`config.mk`:
```
export PLATFORM = sky130hd
export DESIGN_NAME = cache_req_driver
export DESIGN_NICKNAME = d
export VERILOG_FILES = /design/src/rtl/cache_req_driver.sv
export SDC_FILE = /design/constraint.sdc
export NUM_CORES = 1
export LEC_CHECK = 0
export CAP_MARGIN = 10
export CORE_MARGIN = 10
export CORE_UTILIZATION = 55
export DETAILED_ROUTE_END_ITERATION = 7
export PLACE_DENSITY_LB_ADDON = 0.1
export SYNTH_ARGS = -nofsm -noshare
export SYNTH_HDL_FRONTEND = slang
export SYNTH_SLANG_ARGS = --single-unit
```
`constraint.sdc`:
```
create_clock -name clk -period 5.8 [get_ports clk]
set_input_delay 1.16 -clock clk [delete_from_list [all_inputs] [get_ports clk]]
set_output_delay 1.16 -clock clk [all_outputs]
set_load 0.01 [all_outputs]
```
`src/rtl/cache_req_driver.sv`:
```
// cache_req_driver: request front-end for the combinational cache/memory data bus.
// CPU requests are queued in a small FIFO, applied to the bus one at a time,
// held for SETTLE_CYCLES, sampled, and returned on a response handshake.
// Optional hit/miss statistics are built only when CACHE_REQ_STATS_EN is defined;
// otherwise hitCount/missCount are tied to zero.
module cache_req_driver #(
    parameter int FIFO_DEPTH    = 4,
    parameter int SETTLE_CYCLES = 1,
    parameter int ADDR_W        = 10,
    parameter int DATA_W        = 32
) (
    input  logic              clk,
    input  logic              rst,
    input  logic              reqValid,
    output logic              reqReady,
    input  logic              reqIsRead,
    input  logic [ADDR_W-1:0] reqAddress,
    input  logic [DATA_W-1:0] reqWriteData,
    output logic              busIsRead,
    output logic [ADDR_W-1:0] busAddress,
    output logic [DATA_W-1:0] busWriteData,
    input  logic [DATA_W-1:0] busReadData,
    input  logic              busIsHit,
    output logic              respValid,
    input  logic              respReady,
    output logic [DATA_W-1:0] respReadData,
    output logic              respIsHit,
    output logic              respIsRead,
    output logic [15:0]       hitCount,
    output logic [15:0]       missCount
);

    localparam int PTR_W   = $clog2(FIFO_DEPTH);
    localparam int CNT_W   = (SETTLE_CYCLES > 1) ? $clog2(SETTLE_CYCLES) : 1;
    localparam int ENTRY_W = 1 + ADDR_W + DATA_W;

    typedef enum logic [1:0] {
        IDLE  = 2'd0,
        ISSUE = 2'd1,
        RESP  = 2'd2
    } state_t;

    // ---------------------------------------------------------------- FIFO
    logic [ENTRY_W-1:0] fifo_q [FIFO_DEPTH];
    logic [PTR_W:0]     wr_ptr_q, wr_ptr_d;
    logic [PTR_W:0]     rd_ptr_q, rd_ptr_d;
    logic               full, empty, push, pop;
    logic [ENTRY_W-1:0] head;
    logic               head_is_read;
    logic [ADDR_W-1:0]  head_addr;
    logic [DATA_W-1:0]  head_wdata;

    // Extra pointer MSB distinguishes full (MSBs differ) from empty (equal).
    assign empty    = (wr_ptr_q == rd_ptr_q);
    assign full     = (wr_ptr_q[PTR_W] != rd_ptr_q[PTR_W]) &&
                      (wr_ptr_q[PTR_W-1:0] == rd_ptr_q[PTR_W-1:0]);
    assign reqReady = !full;
    assign push     = reqValid && !full;

    assign head         = fifo_q[rd_ptr_q[PTR_W-1:0]];
    assign head_is_read = head[ENTRY_W-1];
    assign head_addr    = head[DATA_W +: ADDR_W];
    assign head_wdata   = head[DATA_W-1:0];

    // Write the incoming request into the slot addressed by the write pointer.
    // NOTE: storage is deliberately not reset; the pointers alone say which slots hold live data.
    always_ff @(posedge clk) begin
        if (push) begin
            fifo_q[wr_ptr_q[PTR_W-1:0]] <= {reqIsRead, reqAddress, reqWriteData};
        end
    end

    // Pointer advance; wrap-around falls out of the natural binary overflow.
    always_comb begin
        wr_ptr_d = push ? wr_ptr_q + 1'b1 : wr_ptr_q;
        rd_ptr_d = pop  ? rd_ptr_q + 1'b1 : rd_ptr_q;
    end

    // ------------------------------------------------------ issue/response FSM
    state_t             state_q, state_d;
    logic [CNT_W-1:0]   cnt_q, cnt_d;
    logic               bus_is_read_q, bus_is_read_d;
    logic [ADDR_W-1:0]  bus_addr_q, bus_addr_d;
    logic [DATA_W-1:0]  bus_wdata_q, bus_wdata_d;
    logic               resp_valid_q, resp_valid_d;
    logic [DATA_W-1:0]  resp_rdata_q, resp_rdata_d;
    logic               resp_hit_q, resp_hit_d;
    logic               resp_is_read_q, resp_is_read_d;

    // Next-state, pop decision and bus/response register updates.
    // NOTE: every signal gets its hold value first so no path leaves one unassigned (no latches).
    always_comb begin
        state_d        = state_q;
        cnt_d          = cnt_q;
        pop            = 1'b0;
        bus_is_read_d  = bus_is_read_q;
        bus_addr_d     = bus_addr_q;
        bus_wdata_d    = bus_wdata_q;
        resp_valid_d   = resp_valid_q;
        resp_rdata_d   = resp_rdata_q;
        resp_hit_d     = resp_hit_q;
        resp_is_read_d = resp_is_read_q;

        case (state_q)
            IDLE: begin
                if (!empty) begin
                    pop     = 1'b1;
                    state_d = ISSUE;
                end
            end
            ISSUE: begin
                if (cnt_q != '0) begin
                    cnt_d = cnt_q - 1'b1;
                end else begin
                    resp_valid_d   = 1'b1;
                    resp_rdata_d   = busReadData;
                    resp_hit_d     = busIsHit;
                    // bus_is_read_q still carries the request type until this edge.
                    resp_is_read_d = bus_is_read_q;
                    // Park the bus as a read so a store is never applied twice.
                    bus_is_read_d  = 1'b1;
                    state_d        = RESP;
                end
            end
            RESP: begin
                if (respReady) begin
                    resp_valid_d = 1'b0;
                    if (!empty) begin
                        pop     = 1'b1;
                        state_d = ISSUE;
                    end else begin
                        state_d = IDLE;
                    end
                end
            end
            default: state_d = IDLE;
        endcase

        // A pop is the only event that drives a new request onto the bus.
        if (pop) begin
            bus_is_read_d = head_is_read;
            bus_addr_d    = head_addr;
            bus_wdata_d   = head_wdata;
            cnt_d         = CNT_W'(SETTLE_CYCLES - 1);
        end
    end

    // State, pointer, bus and response registers with asynchronous reset.
    // NOTE: sequential state uses non-blocking assignments so all flops update from pre-edge values.
    always_ff @(posedge clk or posedge rst) begin
        if (rst) begin
            state_q        <= IDLE;
            wr_ptr_q       <= '0;
            rd_ptr_q       <= '0;
            cnt_q          <= '0;
            bus_is_read_q  <= 1'b1;
            bus_addr_q     <= '0;
            bus_wdata_q    <= '0;
            resp_valid_q   <= 1'b0;
            resp_rdata_q   <= '0;
            resp_hit_q     <= 1'b0;
            resp_is_read_q <= 1'b0;
        end else begin
            state_q        <= state_d;
            wr_ptr_q       <= wr_ptr_d;
            rd_ptr_q       <= rd_ptr_d;
            cnt_q          <= cnt_d;
            bus_is_read_q  <= bus_is_read_d;
            bus_addr_q     <= bus_addr_d;
            bus_wdata_q    <= bus_wdata_d;
            resp_valid_q   <= resp_valid_d;
            resp_rdata_q   <= resp_rdata_d;
            resp_hit_q     <= resp_hit_d;
            resp_is_read_q <= resp_is_read_d;
        end
    end

    assign busIsRead    = bus_is_read_q;
    assign busAddress   = bus_addr_q;
    assign busWriteData = bus_wdata_q;
    assign respValid    = resp_valid_q;
    assign respReadData = resp_rdata_q;
    assign respIsHit    = resp_hit_q;
    assign respIsRead   = resp_is_read_q;

    // ---------------------------------------------------------- statistics
`ifdef CACHE_REQ_STATS_EN
    logic        sample;
    logic [15:0] hit_cnt_q, hit_cnt_d;
    logic [15:0] miss_cnt_q, miss_cnt_d;

    assign sample = (state_q == ISSUE) && (cnt_q == '0);

    // Saturating hit/miss counters, bumped on the bus sampling edge.
    always_comb begin
        hit_cnt_d  = hit_cnt_q;
        miss_cnt_d = miss_cnt_q;
        if (sample) begin
            if (busIsHit) begin
                if (hit_cnt_q != 16'hFFFF) hit_cnt_d = hit_cnt_q + 16'd1;
            end else begin
                if (miss_cnt_q != 16'hFFFF) miss_cnt_d = miss_cnt_q + 16'd1;
            end
        end
    end

    // Counter registers.
    always_ff @(posedge clk or posedge rst) begin
        if (rst) begin
            hit_cnt_q  <= '0;
            miss_cnt_q <= '0;
        end else begin
            hit_cnt_q  <= hit_cnt_d;
            miss_cnt_q <= miss_cnt_d;
        end
    end

    assign hitCount  = hit_cnt_q;
    assign missCount = miss_cnt_q;
`else
    assign hitCount  = '0;
    assign missCount = '0;
`endif

endmodule

```
# After elaboration in Yosys (flattened, before gate mapping)
# Memories as Yosys holds them, arrays and structs flattened.
# Index checks and enable logic that the tools add are counted.
# totals
ff_bits,87
ram_bits,172
inputBits,80
out_inout_bits,111
elab_cells,53
mem_count,1
# mem_list
memory,words,word_bits,rd,rd_clocked_by_memory_dff,write_ports,line_no,text
fifo_q,4,43,1,0,1,44,logic [ENTRY_W-1:0] fifo_q [FIFO_DEPTH];
# classes
add_sub_neg,3
eq_ne,9
n_mux,18
bitwise,1
reduce_logical,10
# ops
cell,n
$mux 1,12
$ne 2x2->1 const B,4
$add 3x1->3 const B,2
$mux 2,3
$pmux 2 s3,1
$reduce_and 3->1,2
$pmux 1 s2,2
$reduce_and 2->1,2
$reduce_bool 2->1,2
$eq 3x3->1,1
$eq 2x1->1 const B,1
$eq 2x2->1,1
$eq 2x2->1 const B,1
$logic_and 1x1->1,2
$logic_not 2->1,1
$logic_not 1->1,1
$ne 1x1->1,1
$not 1->1,1
$sub 1x1->1 const B,1

# Logic depth before layout (Yosys ltp)
# Gate-level depths: netlist (run 1).
# depth
ltp_word,6
mapped_depth,7
mapped_depth_nobuf,4

# Worst setup path after synthesis (run 1)
# Ideal clock, no wire load.
# synth_timing
path_type,input port to flip-flop
startpoint,input port reqValid
endpoint,memory fifo_q[3][0] (netlist name) (enable)
setup_time_ns,0.406
t_arrival_ns,2.271
required_time_ns,5.394
slack_ns,3.122
path_stages,1
n_path_buf,0
cell_sequence,and3_1
# synth_between
elab_chain_cells,3
# synth_lines
item,line_no,text
start: declaration,14,"input logic reqValid,"
$logic_and 1x1->1,58,assign push = reqValid && !full;
$mux 1,68,if (push) begin
$mux 1 (not written as such),69,"fifo_q[wr_ptr_q[PTR_W-1:0]] <= {reqIsRead, reqAddress, reqWriteData};"
end: declaration,44,
# Every way passes these cells.

# Worst setup path in the final report (run 1)
# layout_timing
startpoint,register rd_ptr_q[0]
endpoint,output port reqReady
# layout_between
elab_chain_cells,3
# layout_lines
item,line_no,text
start: declaration,46,"logic [PTR_W:0] rd_ptr_q, rd_ptr_d;"
start signal: assignment,166,rd_ptr_q <= rd_ptr_d;
$eq 2x2->1,56,(wr_ptr_q[PTR_W-1:0] == rd_ptr_q[PTR_W-1:0]);
$logic_and 1x1->1,55,assign full = (wr_ptr_q[PTR_W] != rd_ptr_q[PTR_W]) &&
$logic_not 1->1,57,assign reqReady = !full;
end: declaration,15,"output logic reqReady,"
# Every way passes these cells.

==> results of run 1 <==
[area by class of cell]
type / instances / area, sq um
Clock inverter: 8 / 90.1
Fill cell: 1074 / 5030
Clock buffer: 40 / 764
Multi-Input combinational cell: 182 / 2210
Inverter: 5 / 21.3
Timing Repair Buffer: 166 / 1640
Tap cell: 225 / 282
Sequential cell: 258 / 7320
[cells in the mapped netlist, drive strengths merged]
library cell	number	area, sq um
ha	5	62.6
nor2	2	7.51
buf	46	337
edfxtp	172	5160
xor2	2	17.5
xnor2	5	43.8
o21ai	1	5.00
mux2	78	878
a21o	1	7.51
a21oi	2	10.0
clkbuf	4	15.0
nand3b	1	7.51
and3	4	25.0
dfrtp	85	2130
inv	5	18.8
nand2	4	15.0
conb	1	3.75
mux4	43	968
nor2b	1	6.26
a311oi	1	15.0
dfstp	1	26.3
[registers in the layout (all words and copies together), names as in the netlist]
register,count
fifo_q,172
busAddress,10
wr_ptr_q,3
respIsHit,1
respValid,1
respIsRead,1
rd_ptr_q,3
busWriteData,32
busIsRead,1
respReadData,32
state_q,2
[routing by layer]
metal / vias up / track usage / share of wire
met5: - / 0 / 0
met4: 0 / 0.0336 / 0.011
met3: 17 / 0.0522 / 0.099
met2: 210 / 0.253 / 0.48
met1: 2391 / 0.195 / 0.41
li1: 2095 / - / -
[kinds of logic (layout without fill, tap and decap cells)]
kind of cell    Yosys count  in the layout  synth area share
flops                   258            258             0.750
simple gates             12             12           0.00628
xor+xnor                  7              7           0.00628
compound gates            5              5           0.00384
fa+ha+maj                 5              5           0.00641
buf+inv                  55            219            0.0379
mux                     121            121             0.189
other cells               1             32          0.000384
[through the flow]
stage	worst slack [ps]	std cells	cell area, sq um	utilization
3_5_place_dp	2350	836	11500	0.661
2_1_floorplan	2420	495	9880	-
3_3_place_gp	2440	836	11500	0.661
4_1_cts	1810	884	12300	0.710
6_report	1940	884	12300	0.710
5_1_grt	1660	884	12300	0.710
[worst paths after layout]
check | end | slack [ps] | cells after the start
max | reqReady | 1940 | 3
min | busWriteData[16]$_DFFE_PP0P_ | 480 | 1
max reg2reg | busWriteData[11]$_DFFE_PP0P_ | 2990 | 4
min reg2reg | busWriteData[16]$_DFFE_PP0P_ | 480 | 1
max in group asynchronous | rd_ptr_q[0]$_DFFE_PP0P_ | 3660 | 3
min in group asynchronous | respReadData[14]$_DFFE_PP0P_ | 1090 | 2
[where the power goes]
group	leakage, uW	internal, uW	switching, uW	total, uW
clock network	0.000415	993	631	1620
logic	0.00148	1340	972	2320
registers	0.00258	2610	326	2940
[worst max-delay path, stage by stage, from the launching register on]
cell             delay (ps)
dfrtp_4                1040
xnor2_1                 280
nand3b_1                270
clkdlybuf4s50_1         600
==> summary.md, run 1 <==
| Metric | Value |
|---|---|
| CTS Sinks | `258` |
| Fin Hold WS | `481 ps` |
| Gpl congestion | `0.770` |
| Rel. slew slack | `0.381` |
| Hold Path Class | `reg -> reg` |
| Grt ovf | `0` |
| Die X | `153 um` |
| Setup violations, final | `0` |
| Max Fclk | `259 MHz` |
| Worst-path maximum fanout | `46` |
| Area Growth Syn to Fin | `26.3%` |
| Final period util | `0.665` |
| Initial antenna violation count | `1` |
| Clk buf depth | `3` |
| Clk_skew | `11.8 ps` |
| Synthesized area | `9760 sq um` |
| Via density | `5.33` |
| Final Max Tran Viols | `0` |
| Post-CTS Setup Inserts | `0` |
| Vias | `4713` |
| Drt first pass iters | `4` |
| Vias in the first global route | `5206` |
| Total Nets Final | `724` |
| Worst Hold Launch | `busWriteData[16]$_DFFE_PP0P_` |
| Drt total wl | `18.6 mm` |
| Leakage | `0.00447 uW` |
| Worst reg2reg startpoint | `rd_ptr_q[0]$_DFFE_PP0P_` |
| Unrepaired setup endpoints after global routing | `no` |
| Antenna-violating nets left | `0` |
| Gate Count Post-Synth | `464` |
| Die H | `153 um` |
| DRC | `0` |
| Crit path capture type | `primary output` |
| Max cap viols | `0` |
| Mean Syn Cell Area | `21.0 sq um` |
| CP required | `4640 ps` |
| Tot Pwr | `6880 uW` |
| Setup CP Type | `reg -> out` |
| Slew at the pin with the worst max-slew slack | `929 ps` |
| TNS Setup | `0 ps` |
| TritonCTS clock tree | `done` |
| Final min period | `3860 ps` |
| Worst-Skew Late Latency | `510 ps` |
| GRT Total Usage | `0.154` |
| Startpoint Class | `register` |
| Diodes inserted | `0` |
| Worst vdd ir | `0.339 mV` |
| Library cells used by synthesis | `24` |
| Core ar. | `17400 sq um` |
| Initial Util | `0.562` |
| DP Wirelength | `11.5 mm` |
| Top Ports | `191` |
| Power Density | `558 nW/um^2` |
| H-tree levels | `1` |
| Endpoints failing hold | `0` |
| Largest net degree at the start of global routing | `49` |
| First-pass GRT wire length | `29.0 mm` |
| Register area share after synthesis | `0.750` |
| Crit path launch | `rd_ptr_q[0]$_DFFE_PP0P_` |
| # port buffers | `158` |
| Share of cells above drive strength 1 | `0.244` |
| Worst Path Arrival | `2700 ps` |
| Status | `finished clean` |
| CTS Buf Count | `26` |
| Syn. warnings | `0` |
| Wire length per cell | `21.0 um` |
| Post-CTS Hold Buffers | `0` |
| Die ar. | `23500 sq um` |
| 1st-iter DRT viols | `231` |
| Most frequent cells in the layout | `edfxtp_1 (172), clkdlybuf4s50_1 (158), dfrtp_1 (83), mux2_2 (63), mux4_2 (43)` |
| Clock root buffer | `clkbuf_16` |
| Clock slew at reported path FFs | `60 ps` |
| Site row count | `48` |
| Register bit count reported by yosys | `258` |
| Commonest non-fill, non-tap cell in the layout | `edfxtp_1` |
| Post_cts resized | `0` |
(Power assumes the default switching activity.)
==> run 2, diff against run 1 <==
--- a/config.mk
+++ b/config.mk
@@ -7,7 +7,7 @@
 export LEC_CHECK = 0
 export CAP_MARGIN = 10
 export CORE_MARGIN = 10
-export CORE_UTILIZATION = 55
+export CORE_UTILIZATION = 47
 export DETAILED_ROUTE_END_ITERATION = 7
 export PLACE_DENSITY_LB_ADDON = 0.1
 export SYNTH_ARGS = -nofsm -noshare
==> constraint.sdc (replaced) <==
create_clock -name clk -period 3.4 [get_ports clk]
set_input_delay 0.68 -clock clk [delete_from_list [all_inputs] [get_ports clk]]
set_output_delay 0.68 -clock clk [all_outputs]
set_load 0.01 [all_outputs]
==> run 2 against run 1 <==
Compared with the run above:
- non-clock buffer count is 2 higher
- total power up 73%
- combinational power is 78% higher
- sequential power increased by 68%
- clock power increased by 75%
- die area rose by 15%
- design area increased by 1.0%
- via count grew 0.13%
- wire length increased by 5.5%
- critical path type unchanged
==> summary.md, run 2 (synthesis gave the netlist of run 1 again) <==
| Metric | Value |
|---|---|
| Pre-CTS WS | `867 ps` |
| Share of cells above drive strength 1 | `0.247` |
| Logic gate share of total power | `0.347` |
| Rel. slew slack | `0.522` |
| Setup CP Type | `reg -> out` |
| Internal power | `8510 uW` |
| Power Density | `954 nW/um^2` |
| Drt total wl | `19.6 mm` |
| Vias | `4719` |
| Worst-path maximum fanout | `21` |
| Worst Setup Slack, final | `376 ps` |
| Clk buf depth | `3` |
| Final Max Tran Viols | `0` |
| Die ar. | `26900 sq um` |
| Top Ports | `191` |
| Clk_skew | `19.4 ps` |
| Fin util | `0.612` |
| Clock root buffer | `clkbuf_16` |
| Switching Fraction | `0.284` |
| Max reg flops | `172` |
| Post-CTS Hold Buffers | `0` |
| Worst vdd ir | `0.454 mV` |
| CTS Sinks | `258` |
| CP required | `2720 ps` |
| Unrepaired setup endpoints after global routing | `no` |
| Site row count | `52` |
| Finished Cell Area | `12500 sq um` |
| CTS Buf Count | `27` |
| Antenna-violating nets left | `0` |
| Vias in the first global route | `5295` |
| Commonest non-fill, non-tap cell in the layout | `edfxtp_1` |
| Part of the power in registers | `0.414` |
| Worst Path Arrival | `2340 ps` |
| 1st-iter DRT viols | `283` |
| Gpl congestion | `0.751` |
| Crit path capture type | `primary output` |
| Wire length per cell | `21.0 um` |
| TNS Setup | `0 ps` |
| Max Fclk | `331 MHz` |
| Die X | `164 um` |
| Placed inst area | `11600 sq um` |
| Area Growth Syn to Fin | `27.6%` |
| Grt ovf | `0` |
| Initial Util | `0.479` |
| Worst-Skew Late Latency | `530 ps` |
| Drt first pass iters | `4` |
| Total Nets Final | `727` |
| Sw power | `3380 uW` |
| GRT Total Usage | `0.143` |
| TritonCTS clock tree | `done` |
| # port buffers | `158` |
| Via density | `5.05` |
| Startpoint Class | `register` |
| Leakage | `0.00450 uW` |
| Fillcell total | `1476` |
| Core ar. | `20400 sq um` |
| H-tree levels | `1` |
| Post_cts resized | `0` |
| Setup violations, final | `0` |
| Clock slew at reported path FFs | `60 ps` |
| Post-CTS Setup Inserts | `0` |
| Endpoints failing hold | `0` |
| Status | `finished clean` |
| Final period util | `0.889` |
| DRC | `0` |
| DP Wirelength | `12.3 mm` |
| Initial antenna violation count | `0` |
| Final min period | `3020 ps` |
| Largest net degree at the start of global routing | `49` |
| Die H | `164 um` |
| Clock power share | `0.238` |
| Hold Path Class | `reg -> reg` |
| Most frequent cells in the layout | `edfxtp_1 (172), clkdlybuf4s50_1 (158), dfrtp_1 (83), mux2_2 (63), mux4_2 (43)` |
| Slew at the pin with the worst max-slew slack | `717 ps` |
| First-pass GRT wire length | `30.0 mm` |
| Max cap viols | `0` |
-- run 2: cell types whose count changed in the layout (fill, tap and decap cells not counted), sizes merged --
| cell | delta |
|---|---|
| buf | +2 |
| clkinv | +1 |
| diode | +1 |
| inv | +1 |
-- run 2: worst paths after layout --
kind | from | endpoint | slack (ps) | depth (start not counted)
max in group asynchronous | rst | busIsRead$_DFFE_PP1P_ | 2040 | 3
worst max register to register | rd_ptr_q[0]$_DFFE_PP0P_ | fifo_q[3][28]$_DFFE_PP_ | 1030 | 4
worst max-delay path | rd_ptr_q[0]$_DFFE_PP0P_ | reqReady | 380 | 3
worst min register to register | wr_ptr_q[2]$_DFFE_PP0P_ | wr_ptr_q[2]$_DFFE_PP0P_ | 480 | 1
worst min-delay path | wr_ptr_q[2]$_DFFE_PP0P_ | wr_ptr_q[2]$_DFFE_PP0P_ | 480 | 1
min in group asynchronous | rst | busAddress[8]$_DFFE_PP0P_ | 640 | 2
-- run 2: stage by stage --
stage / hold slack [ps] / instances / power [uW]
global placement: 465 / 883 / 9110
CTS: 489 / 933 / 12100
detailed placement: 477 / 883 / 9250
global route: 517 / 933 / 12600
finish: 484 / 934 / 11900
floorplan: 455 / 495 / 7430
-- run 2: area by class of cell --
class                      instances  area, sq um  area share
antenna                            1         2.50    0.000201
clock buffer                      40          766      0.0615
clock inverter                    10          104     0.00834
inverter                           5         21.3     0.00171
multi-input combinational        182         2210       0.177
sequential                       258         7320       0.588
tap                              270          338      0.0271
timing repair buffer             168         1690       0.136
-- run 2: worst max-delay path, stage by stage, from the launching register on --
cell and delay, ps:
dfrtp_4 650, xnor2_1 360, nand3b_1 230, clkdlybuf4s50_1 580
-- run 2: power by group through the flow --
stage	clock (uW)	sequential (uW)	combinational (uW)
floorplan	0	5070	2370
global placement	0	4960	4150
detailed placement	0	5010	4240
CTS	2920	4950	4260
global route	3030	5050	4480
finish	2830	4930	4130
-- run 2: routing by layer --
layer  share of wire  global-route usage  vias up
li1                -                   -     2101
met1            0.40               0.176     2407
met2            0.49               0.242      178
met3           0.095              0.0436       33
met4           0.019              0.0345        0
met5               0                   0        -
